<file path="config.mk">
export PLATFORM = sky130hd
export DESIGN_NAME = reg_write_sequencer
export DESIGN_NICKNAME = d
export VERILOG_FILES = /design/src/rtl/reg_write_sequencer_pkg.sv /design/src/rtl/tick_prescaler.sv /design/src/rtl/reg_write_sequencer.sv
export SDC_FILE = /design/constraint.sdc
export NUM_CORES = 1
export LEC_CHECK = 0
export ABC_CLOCK_PERIOD_IN_PS = 5100
export CAP_MARGIN = 15
export CORE_MARGIN = 4
export CORE_UTILIZATION = 59
export CTS_CLUSTER_DIAMETER = 80
export DETAILED_ROUTE_END_ITERATION = 12
export PLACE_DENSITY = 0.87
export SYNTH_ARGS = -nofsm -noshare
export SYNTH_HDL_FRONTEND = slang
export SYNTH_HIERARCHICAL = 1
export SYNTH_SLANG_ARGS = --single-unit
</file>
<file path="constraint.sdc">
create_clock -name clk -period 5.1 [get_ports clk]
set_input_delay 0.765 -clock clk [delete_from_list [all_inputs] [get_ports clk]]
set_output_delay 0.765 -clock clk [all_outputs]
set_load 0.03 [all_outputs]
</file>
<file path="src/rtl/reg_write_sequencer_pkg.sv">
// Shared definitions for the register-write sequencer: signal_generator register
// map, pattern entry layout and the playback state encoding.
package reg_write_sequencer_pkg;

    localparam logic [2:0] SG_ADDR_PERIOD_A = 3'd0;
    localparam logic [2:0] SG_ADDR_PERIOD_B = 3'd1;
    localparam logic [2:0] SG_ADDR_VOL_A    = 3'd2;
    localparam logic [2:0] SG_ADDR_VOL_B    = 3'd3;
    localparam logic [2:0] SG_ADDR_VOL_N    = 3'd4;
    localparam logic [2:0] SG_ADDR_ENABLES  = 3'd5;
    localparam logic [2:0] SG_ADDR_VIB      = 3'd6;

    localparam int DELAY_MSB = 15;
    localparam int DELAY_LSB = 8;
    localparam int ADDR_MSB  = 7;
    localparam int ADDR_LSB  = 5;
    localparam int DATA_MSB  = 4;
    localparam int DATA_LSB  = 0;

    typedef enum logic [1:0] {
        ST_IDLE  = 2'd0,
        ST_FETCH = 2'd1,
        ST_WAIT  = 2'd2,
        ST_ISSUE = 2'd3
    } seq_state_e;

    function automatic logic [7:0] entry_delay(input logic [15:0] word);
        return word[DELAY_MSB:DELAY_LSB];
    endfunction

    function automatic logic [2:0] entry_addr(input logic [15:0] word);
        return word[ADDR_MSB:ADDR_LSB];
    endfunction

    function automatic logic [4:0] entry_data(input logic [15:0] word);
        return word[DATA_MSB:DATA_LSB];
    endfunction

endpackage

</file>
<file path="src/rtl/tick_prescaler.sv">
// Free-running divider producing a one-cycle tick every TICK_DIV clocks;
// held at zero while clear is high so every playback starts on a fresh phase.
module tick_prescaler #(
    parameter int TICK_DIV = 1000,
    parameter int TICK_W   = 10
) (
    input  logic clk,
    input  logic rst,
    input  logic clear,
    output logic tick
);

    localparam logic [TICK_W-1:0] LAST_COUNT = TICK_W'(TICK_DIV - 1);

    logic [TICK_W-1:0] count_r;

    // Divider counter: 0..TICK_DIV-1, wrapping after the tick cycle.
    always_ff @(posedge clk) begin
        if (rst || clear) begin
            count_r <= {TICK_W{1'b0}};
        end else if (count_r == LAST_COUNT) begin
            count_r <= {TICK_W{1'b0}};
        end else begin
            count_r <= count_r + {{(TICK_W-1){1'b0}}, 1'b1};
        end
    end

    assign tick = (count_r == LAST_COUNT);

endmodule

</file>
<file path="src/rtl/reg_write_sequencer.sv">
// Plays a loaded pattern of up to 16 timed register writes onto the
// signal_generator write bus (write_strobe/address/data).
module reg_write_sequencer
    import reg_write_sequencer_pkg::*;
#(
    parameter int TICK_DIV = 1000,
    parameter int TICK_W   = 10
) (
    input  logic        clk,
    input  logic        rst,
    input  logic        load_en,
    input  logic [3:0]  load_addr,
    input  logic [15:0] load_word,
    input  logic [3:0]  length,
    input  logic        loop_en,
    input  logic        start,
    input  logic        stop,
    output logic        write_strobe,
    output logic [2:0]  address,
    output logic [4:0]  data,
    output logic        busy,
    output logic [3:0]  step_idx
);

    seq_state_e  state_r;
    seq_state_e  state_next_s;
    logic [15:0] pattern_r [16];
    logic [2:0]  entry_addr_r;
    logic [4:0]  entry_data_r;
    logic [7:0]  delay_cnt_r;
    logic [3:0]  step_r;
    logic [3:0]  last_r;
    logic [2:0]  addr_r;
    logic [4:0]  data_r;
    logic        tick_s;
    logic        clear_s;
    logic        issue_s;

    assign clear_s = (state_r == ST_IDLE);

    tick_prescaler #(
        .TICK_DIV (TICK_DIV),
        .TICK_W   (TICK_W)
    ) u_prescaler (
        .clk   (clk),
        .rst   (rst),
        .clear (clear_s),
        .tick  (tick_s)
    );

    // The write is cancelled in its own cycle by stop or rst, and a cancelled
    // write must leave the bus fields untouched, so they follow the strobe.
    assign issue_s      = (state_r == ST_ISSUE) && !stop && !rst;
    assign write_strobe = issue_s;
    assign address      = issue_s ? entry_addr_r : addr_r;
    assign data         = issue_s ? entry_data_r : data_r;
    assign busy         = (state_r != ST_IDLE);
    assign step_idx     = step_r;

    // Pattern memory: host writes accepted only while idle, never reset.
    always_ff @(posedge clk) begin
        if (load_en && (state_r == ST_IDLE)) begin
            pattern_r[load_addr] <= load_word;
        end
    end

    // Next-state decode; stop overrides every transition.
    always_comb begin
        state_next_s = state_r;
        if (stop) begin
            state_next_s = ST_IDLE;
        end else begin
            case (state_r)
                ST_IDLE:  state_next_s = start ? ST_FETCH : ST_IDLE;
                ST_FETCH: state_next_s = ST_WAIT;
                ST_WAIT:  state_next_s = (delay_cnt_r == 8'd0) ? ST_ISSUE : ST_WAIT;
                ST_ISSUE: state_next_s = ((step_r != last_r) || loop_en) ? ST_FETCH : ST_IDLE;
                default:  state_next_s = ST_IDLE;
            endcase
        end
    end

    // State register.
    always_ff @(posedge clk) begin
        if (rst) begin
            state_r <= ST_IDLE;
        end else begin
            state_r <= state_next_s;
        end
    end

    // Step index and last-step bound; the bound is frozen when playback starts.
    always_ff @(posedge clk) begin
        if (rst) begin
            step_r <= 4'd0;
            last_r <= 4'd0;
        end else if ((state_r == ST_IDLE) && start && !stop) begin
            step_r <= 4'd0;
            last_r <= length;
        end else if (issue_s) begin
            if (step_r != last_r) begin
                step_r <= step_r + 4'd1;
            end else if (loop_en) begin
                step_r <= 4'd0;
            end else begin
                step_r <= step_r;
            end
        end else begin
            step_r <= step_r;
        end
    end

    // Entry latch and delay countdown; ticks only count while waiting.
    always_ff @(posedge clk) begin
        if (rst) begin
            entry_addr_r <= 3'd0;
            entry_data_r <= 5'd0;
            delay_cnt_r  <= 8'd0;
        end else if (state_r == ST_FETCH) begin
            entry_addr_r <= entry_addr(pattern_r[step_r]);
            entry_data_r <= entry_data(pattern_r[step_r]);
            delay_cnt_r  <= entry_delay(pattern_r[step_r]);
        end else if ((state_r == ST_WAIT) && tick_s && (delay_cnt_r != 8'd0)) begin
            delay_cnt_r <= delay_cnt_r - 8'd1;
        end
    end

    // Bus field hold registers, updated only by a write that actually issued.
    always_ff @(posedge clk) begin
        if (rst) begin
            addr_r <= 3'd0;
            data_r <= 5'd0;
        end else if (issue_s) begin
            addr_r <= entry_addr_r;
            data_r <= entry_data_r;
        end
    end

endmodule

</file>
==> flow_summary.yaml, run 1 <==
timing:
  hold_viol_final: 0
  tns_ps: 0
  max-slew-margin-rel_pct: 20.9
  min_period_ps: 3560
  fin_crit_sh_pct: 69.8
  rsz0062_at_grt: "no"
  worst_pin_slew_ps: 1190
  final.setup_skew_ps: 10.3
  fmax_mhz: 281
  finalSetupViolations: 0
  slew_violations: 0
placement:
  gp_congestion: 0.809
  portBuffers: 43
  dp_hpwl_mm: 15.6
  place_area_um2: 12900
routing:
  drt-vias-per-instance: 6.41
  post_drt_wl_per_cell_um: 23.8
  ant_nets: 0
  wl_met3_mm: 2.77
  dr.pass1.iters: 6
  wl_met2_mm: 12.7
  top_layer: "met4"
  route.detailed.drc: 0
  wl_mm: 26.4
  m1WireLength_mm: 10.1
  drtIter0Drc: 789
  vias: 7100
pwr:
  leakage_nw: 4.30
  ir_worst_vdd_v: 0.000241
  power_density_nw_per_um2: 362
critical_path:
  reg2reg_depth: 5
  crit_family: "buffers and inverters"
  cp-startpoint: "rst"
  crit_path_end_kind: "primary output"
  worstSetupPathType: "in -> out"
  crit_fanout: 28
  crit_chain: "clkdlybuf4s50_1 -> buf_4 -> nor3b_2 -> buf_4 -> mux2_1 -> clkdlybuf4s50_1"
  r2r-start: "state_r[1]"
  cp.required_ps: 4340
  cpMaxStageDelayCell: "clkdlybuf4s50_1"
  crit_cells: 6
  cp_num_buf_inv: 4
  startpoint_type: "input pin"
  worstReg2RegEnd: "pattern_r[4][1]"
  cpPeakStageDelay_ps: 600
  arrival_ps: 2800
  reg2reg_slack_ps: 2390
  endpoint: "data[3]"
floorplanning:
  die_h_um: 152
  start_util_pct: 60.1
  io-pin-count: 44
  rows: 52
  core_um2: 20200
  die_w_um: 152
  dieArea_um2: 23000
clock_network:
  cts_resized: 0
  post_cts_buffers: 0
  cts_buffers: 30
  root_buffer: "clkbuf_16"
  cts_tree: "done"
  clk_pin_slew_ps: 60
  cts.sinks: 304
  ctsLongestPathBuffers: 3
  h-tree-depth: 1
  hold_buffers: 0
  worstSkewPairLatency_ps: 540
outcome:
  status: "complete, no violations"
global_routing:
  grt_max_degree: 60
  gr-usage-all-layers_pct: 22.9
  grt_pass1_wl_mm: 39.6
  grt_pass1_vias: 7119
  antenna_found_initial: 0
  grt_remaining_overflow: 0
layout:
  n_antenna_cell: 0
  syn2layout_area_growth_pct: 14.4
  final_area_um2: 13900
  layout_common_cells: "edfxtp_1, mux2i_1, dfxtp_1"
  final_common_cell: "edfxtp_1"
  fin_nets: 852
  drive_gt1_share_pct: 12.9
min_path:
  hp-class: "reg -> reg"
synth:
  synth-edff-count: 256
  yosysWarnings: 6
  synthArstFlopShare_pct: 0
  ys_ff_latch: 304
  syn_avg_cell_area_um2: 16.0
  ys_seq_area_share_pct: 71.1
  synth_fp_nets: 798
  syn-cell-area_um2: 12200
  synthCells: 760
  synth_top_flop_cell: "edfxtp_1"
  synth.distinct_cells: 58
run:
  maxCapViolCount: 0
-- power breakdown --
part	internal (mW)	switching (mW)	leakage, nW
clock	1.26	0.877	0.461
sequential	2.73	0.0157	2.70
combinational	0.0526	0.101	1.14
-- final cells by class --
class	instances	area (um^2)
timing repair buffer	58	583
fill	1222	6320
tap	270	338
inverter	10	37.5
clock buffer	40	810
multi-input combinational	410	3340
sequential	304	8650
clock inverter	15	153
-- cells in the mapped netlist (2+ instances only) --
library cell  instances  area, um^2
nand2_1              29         109
edfxtp_1            256        7690
o21ai_0               4        20.0
nor3b_1               2        15.0
mux2_2                6        67.6
a21oi_1              17        85.1
nand2b_1              3        18.8
buf_2                 6        30.0
nand3_1              31         155
nor2_1               35         131
xnor2_1              11        96.3
or2_2                 3        18.8
and2_1                3        18.8
o21ai_1               3        15.0
mux2i_1             108        1080
nor3_1                7        35.0
or3_1                 4        25.0
o221ai_1              3        26.3
nand4b_1              2        17.5
a211oi_1              5        37.5
ha_1                  8         100
a22oi_1              38         285
nor2b_1              22         138
mux4_2               13         293
nor3b_2               2        25.0
a31oi_1               3        18.8
buf_4                13        97.6
a2111oi_0             5        43.8
nand4_1               9        56.3
dfxtp_1              48         961
inv_1                10        37.5
clkbuf_1             16        60.1
mux2_1                5        56.3
o211ai_1              6        45.0
-- per-stage QoR --
stage | util (%) | cells | total power, mW | hold WS [ps] | setup WS, ps
floorplan | - | 760 | 2.86 | 418 | 2220
global placement | 63.8 | 1050 | 2.93 | 433 | 1570
detailed placement | 63.8 | 1050 | 2.94 | 448 | 1550
CTS | 68.6 | 1105 | 5.04 | 461 | 1530
global route | 68.8 | 1107 | 5.18 | 491 | 1460
finish | 68.8 | 1107 | 5.03 | 458 | 1540
-- kinds of logic (layout without fill, tap and decap cells) --
group | count (synthesis) | in the layout | share of synthesized area (%)
flops | 304 | 304 | 71.1
simple gates | 167 | 167 | 7.57
mux | 132 | 132 | 12.3
compound gates | 91 | 91 | 5.47
buf+inv | 46 | 123 | 1.88
xor+xnor | 12 | 12 | 0.864
fa+ha+maj | 8 | 8 | 0.823
-- state kept, by name (all words and copies together), names as in the netlist, 3 cells and up, named ones only --
| name | flops |
|---|---|
| last_r | 4 |
| entry_data_r | 5 |
| u_prescaler/count_r | 10 |
| pattern_r | 256 |
| step_idx | 4 |
| delay_cnt_r | 8 |
| data_r | 5 |
| entry_addr_r | 3 |
| addr_r | 3 |
-- metal layers --
metal | vias to the layer above | global-route usage (%)
met1 | 3485 | 30.7
met2 | 464 | 36.8
met4 | 0 | 8.81
met5 | - | 0
li1 | 3071 | -
met3 | 80 | 5.47
-- worst min-delay path by stage --
| stage | from | endpoint | slack, ps | depth (start not counted) |
|---|---|---|---|---|
| after floorplan | u_prescaler/count_r[0] | u_prescaler/count_r[0] | 420 | 1 |
| after global placement | u_prescaler/count_r[0] | u_prescaler/count_r[0] | 430 | 1 |
| after detailed placement | u_prescaler/count_r[0] | u_prescaler/count_r[0] | 450 | 1 |
| after CTS | u_prescaler/count_r[0] | u_prescaler/count_r[0] | 460 | 1 |
| after global routing | u_prescaler/count_r[0] | u_prescaler/count_r[0] | 490 | 1 |
| final | u_prescaler/count_r[0] | u_prescaler/count_r[0] | 460 | 1 |
-- worst reg2reg max path, cell delays in order (launching register included) --
cell     delay [ps]
dfxtp_1         330
inv_1           100
ha_1            370
nand2_1         150
or3_1           460
nor2_2          900
No activity file was read; power rests on OpenSTA's default activity.
==> run 2, diff against run 1 <==
--- a/config.mk
+++ b/config.mk
@@ -5,7 +5,7 @@
 export SDC_FILE = /design/constraint.sdc
 export NUM_CORES = 1
 export LEC_CHECK = 0
-export ABC_CLOCK_PERIOD_IN_PS = 5100
+export ABC_CLOCK_PERIOD_IN_PS = 3600
 export CAP_MARGIN = 15
 export CORE_MARGIN = 4
 export CORE_UTILIZATION = 59
==> constraint.sdc (replaced) <==
create_clock -name clk -period 3.6 [get_ports clk]
set_input_delay 0.54 -clock clk [delete_from_list [all_inputs] [get_ports clk]]
set_output_delay 0.54 -clock clk [all_outputs]
set_load 0.03 [all_outputs]
==> run 2 against run 1 <==
  * Setup slack worse by 920 ps
  * Final cell count is 1.1% higher
  * Core utilization hardly changed
  * Sequential share of layout area hardly changed
  * Non-clock buffer count is 14 higher
  * Wire length is 3.1% lower
  * First-iteration DRC count is 25% lower
  * Critical path type is now reg -> out
  * Largest cell class unchanged
  * Highest routed layer unchanged
==> flow_summary.yaml, run 2 (synthesis gave the netlist of run 1 again) <==
clock_network:
  post_cts_buffers: 0
  hold_buffers: 0
  cts_tree: "done"
  cts.sinks: 304
  cts_buffers: 29
  root_buffer: "clkbuf_16"
  ctsLongestPathBuffers: 3
  clk_pin_slew_ps: 60
  h-tree-depth: 1
  worstSkewPairLatency_ps: 550
  cts_resized: 0
pwr:
  ir_worst_vdd_v: 0.000398
  power_density_nw_per_um2: 499
  leakage_nw: 4.33
min_path:
  hp-class: "reg -> reg"
  hold_end: "u_prescaler/count_r[0]"
  hold_start: "u_prescaler/count_r[0]"
  hold_depth: 1
critical_path:
  worstReg2RegEnd: "pattern_r[6][9]"
  crit_path_end_kind: "primary output"
  crit_fanout: 16
  arrival_ps: 2440
  worstSetupPathType: "reg -> out"
  startpoint_type: "flop"
  reg2reg_slack_ps: 1170
  r2r-start: "state_r[0]"
  reg2reg_depth: 7
  cp.required_ps: 3060
routing:
  route.detailed.drc: 0
  post_drt_wl_per_cell_um: 22.9
  drtIter0Drc: 592
  drt-vias-per-instance: 6.17
  ant_nets: 0
  vias: 6907
  dr.pass1.iters: 5
  wl_mm: 25.6
global_routing:
  grt_pass1_wl_mm: 39.0
  grt_use_met2_pct: 37.2
  grtUsageMet3_pct: 4.64
  grt-busiest-layer: "met2"
  grt_util_met1_pct: 30.6
  antenna_found_initial: 0
  gr-usage-all-layers_pct: 22.7
  grt_pass1_vias: 6894
  grt_max_degree: 68
  grt_remaining_overflow: 0
layout:
  drive_gt1_share_pct: 14.8
  layout_common_cells: "edfxtp_1, mux2i_1, dfxtp_1"
  n_antenna_cell: 0
  reg_top3: "pattern_r x256, u_prescaler/count_r x10, delay_cnt_r x8"
  max_flop_register: "pattern_r"
  final_common_cell: "edfxtp_1"
  largest_register_ff_count: 256
  fin_util_pct: 68.8
  syn2layout_area_growth_pct: 14.4
  fin_nets: 865
floorplanning:
  core_um2: 20200
  io-pin-count: 44
  die_w_um: 152
  start_util_pct: 60.1
  dieArea_um2: 23000
  rows: 52
  die_h_um: 152
timing:
  hold_viol_final: 0
  fmax_mhz: 335
  slew_violations: 0
  finalSetupViolations: 0
  rsz0062_at_grt: "no"
  fin_crit_sh_pct: 82.8
  final.setup_skew_ps: 12.6
  worst_pin_slew_ps: 1000
  max-slew-margin-rel_pct: 33.2
  min_period_ps: 2980
  tns_ps: 0
placement:
  portBuffers: 43
  gp_congestion: 0.857
  dp_hpwl_mm: 16.2
outcome:
  status: "complete, no violations"
run:
  maxCapViolCount: 0
## run 2: cell count changes in the layout (fill, tap and decap cells not counted), sizes merged
cell           previous run  this run
inv                      11        10
clkinv                    9         8
clkbuf                   40        39
clkdlybuf4s50            43        42
bufinv                    3         1
buf                      15        30
clkinvlp                  2         5
## run 2: area by class of cell
type	instances	area, um^2
inverter	10	37.5
multi-input combinational	410	3340
tap	270	338
clock buffer	39	783
fill	1285	6320
timing repair buffer	72	658
sequential	304	8650
clock inverter	14	105
## run 2: critical path: stages, from the launching register on
cell             delay, ps
dfxtp_1                360
ha_1                   180
nor3b_2                150
buf_4                  240
mux2_1                 370
clkdlybuf4s50_1        600
## run 2: power breakdown
part / internal [mW] / leakage [nW] / switching, mW
Clock: 1.60 / 0.423 / 1.25
Combinational: 0.0762 / 1.21 / 0.139
Sequential: 3.86 / 2.70 / 0.0209
## run 2: worst max path at each step
stage / to / cells past startpoint / from
floorplan: pattern_r[0][0] / 5 / state_r[0]
global placement: data[2] / 5 / stop
detailed placement: data[2] / 5 / stop
CTS: address[0] / 5 / state_r[0]
global route: address[1] / 5 / state_r[0]
finish: address[0] / 5 / state_r[0]
## run 2: metal layers
layer | part of all wire, % | up-vias
li1 | - | 3092
met1 | 39 | 3430
met2 | 48 | 323
met3 | 8.8 | 62
met4 | 3.6 | 0
met5 | 0 | -
## run 2: stage by stage
stage,instance area (um^2),hold slack [ps],worst slack [ps],std cells,power [mW]
after detailed placement,13000,445,676,1066,4.17
after floorplan,12200,418,999,760,4.05
after CTS,13900,465,576,1119,6.98
after global placement,13000,429,703,1066,4.16
after global routing,13900,494,474,1119,7.15
final,13900,461,618,1119,6.94
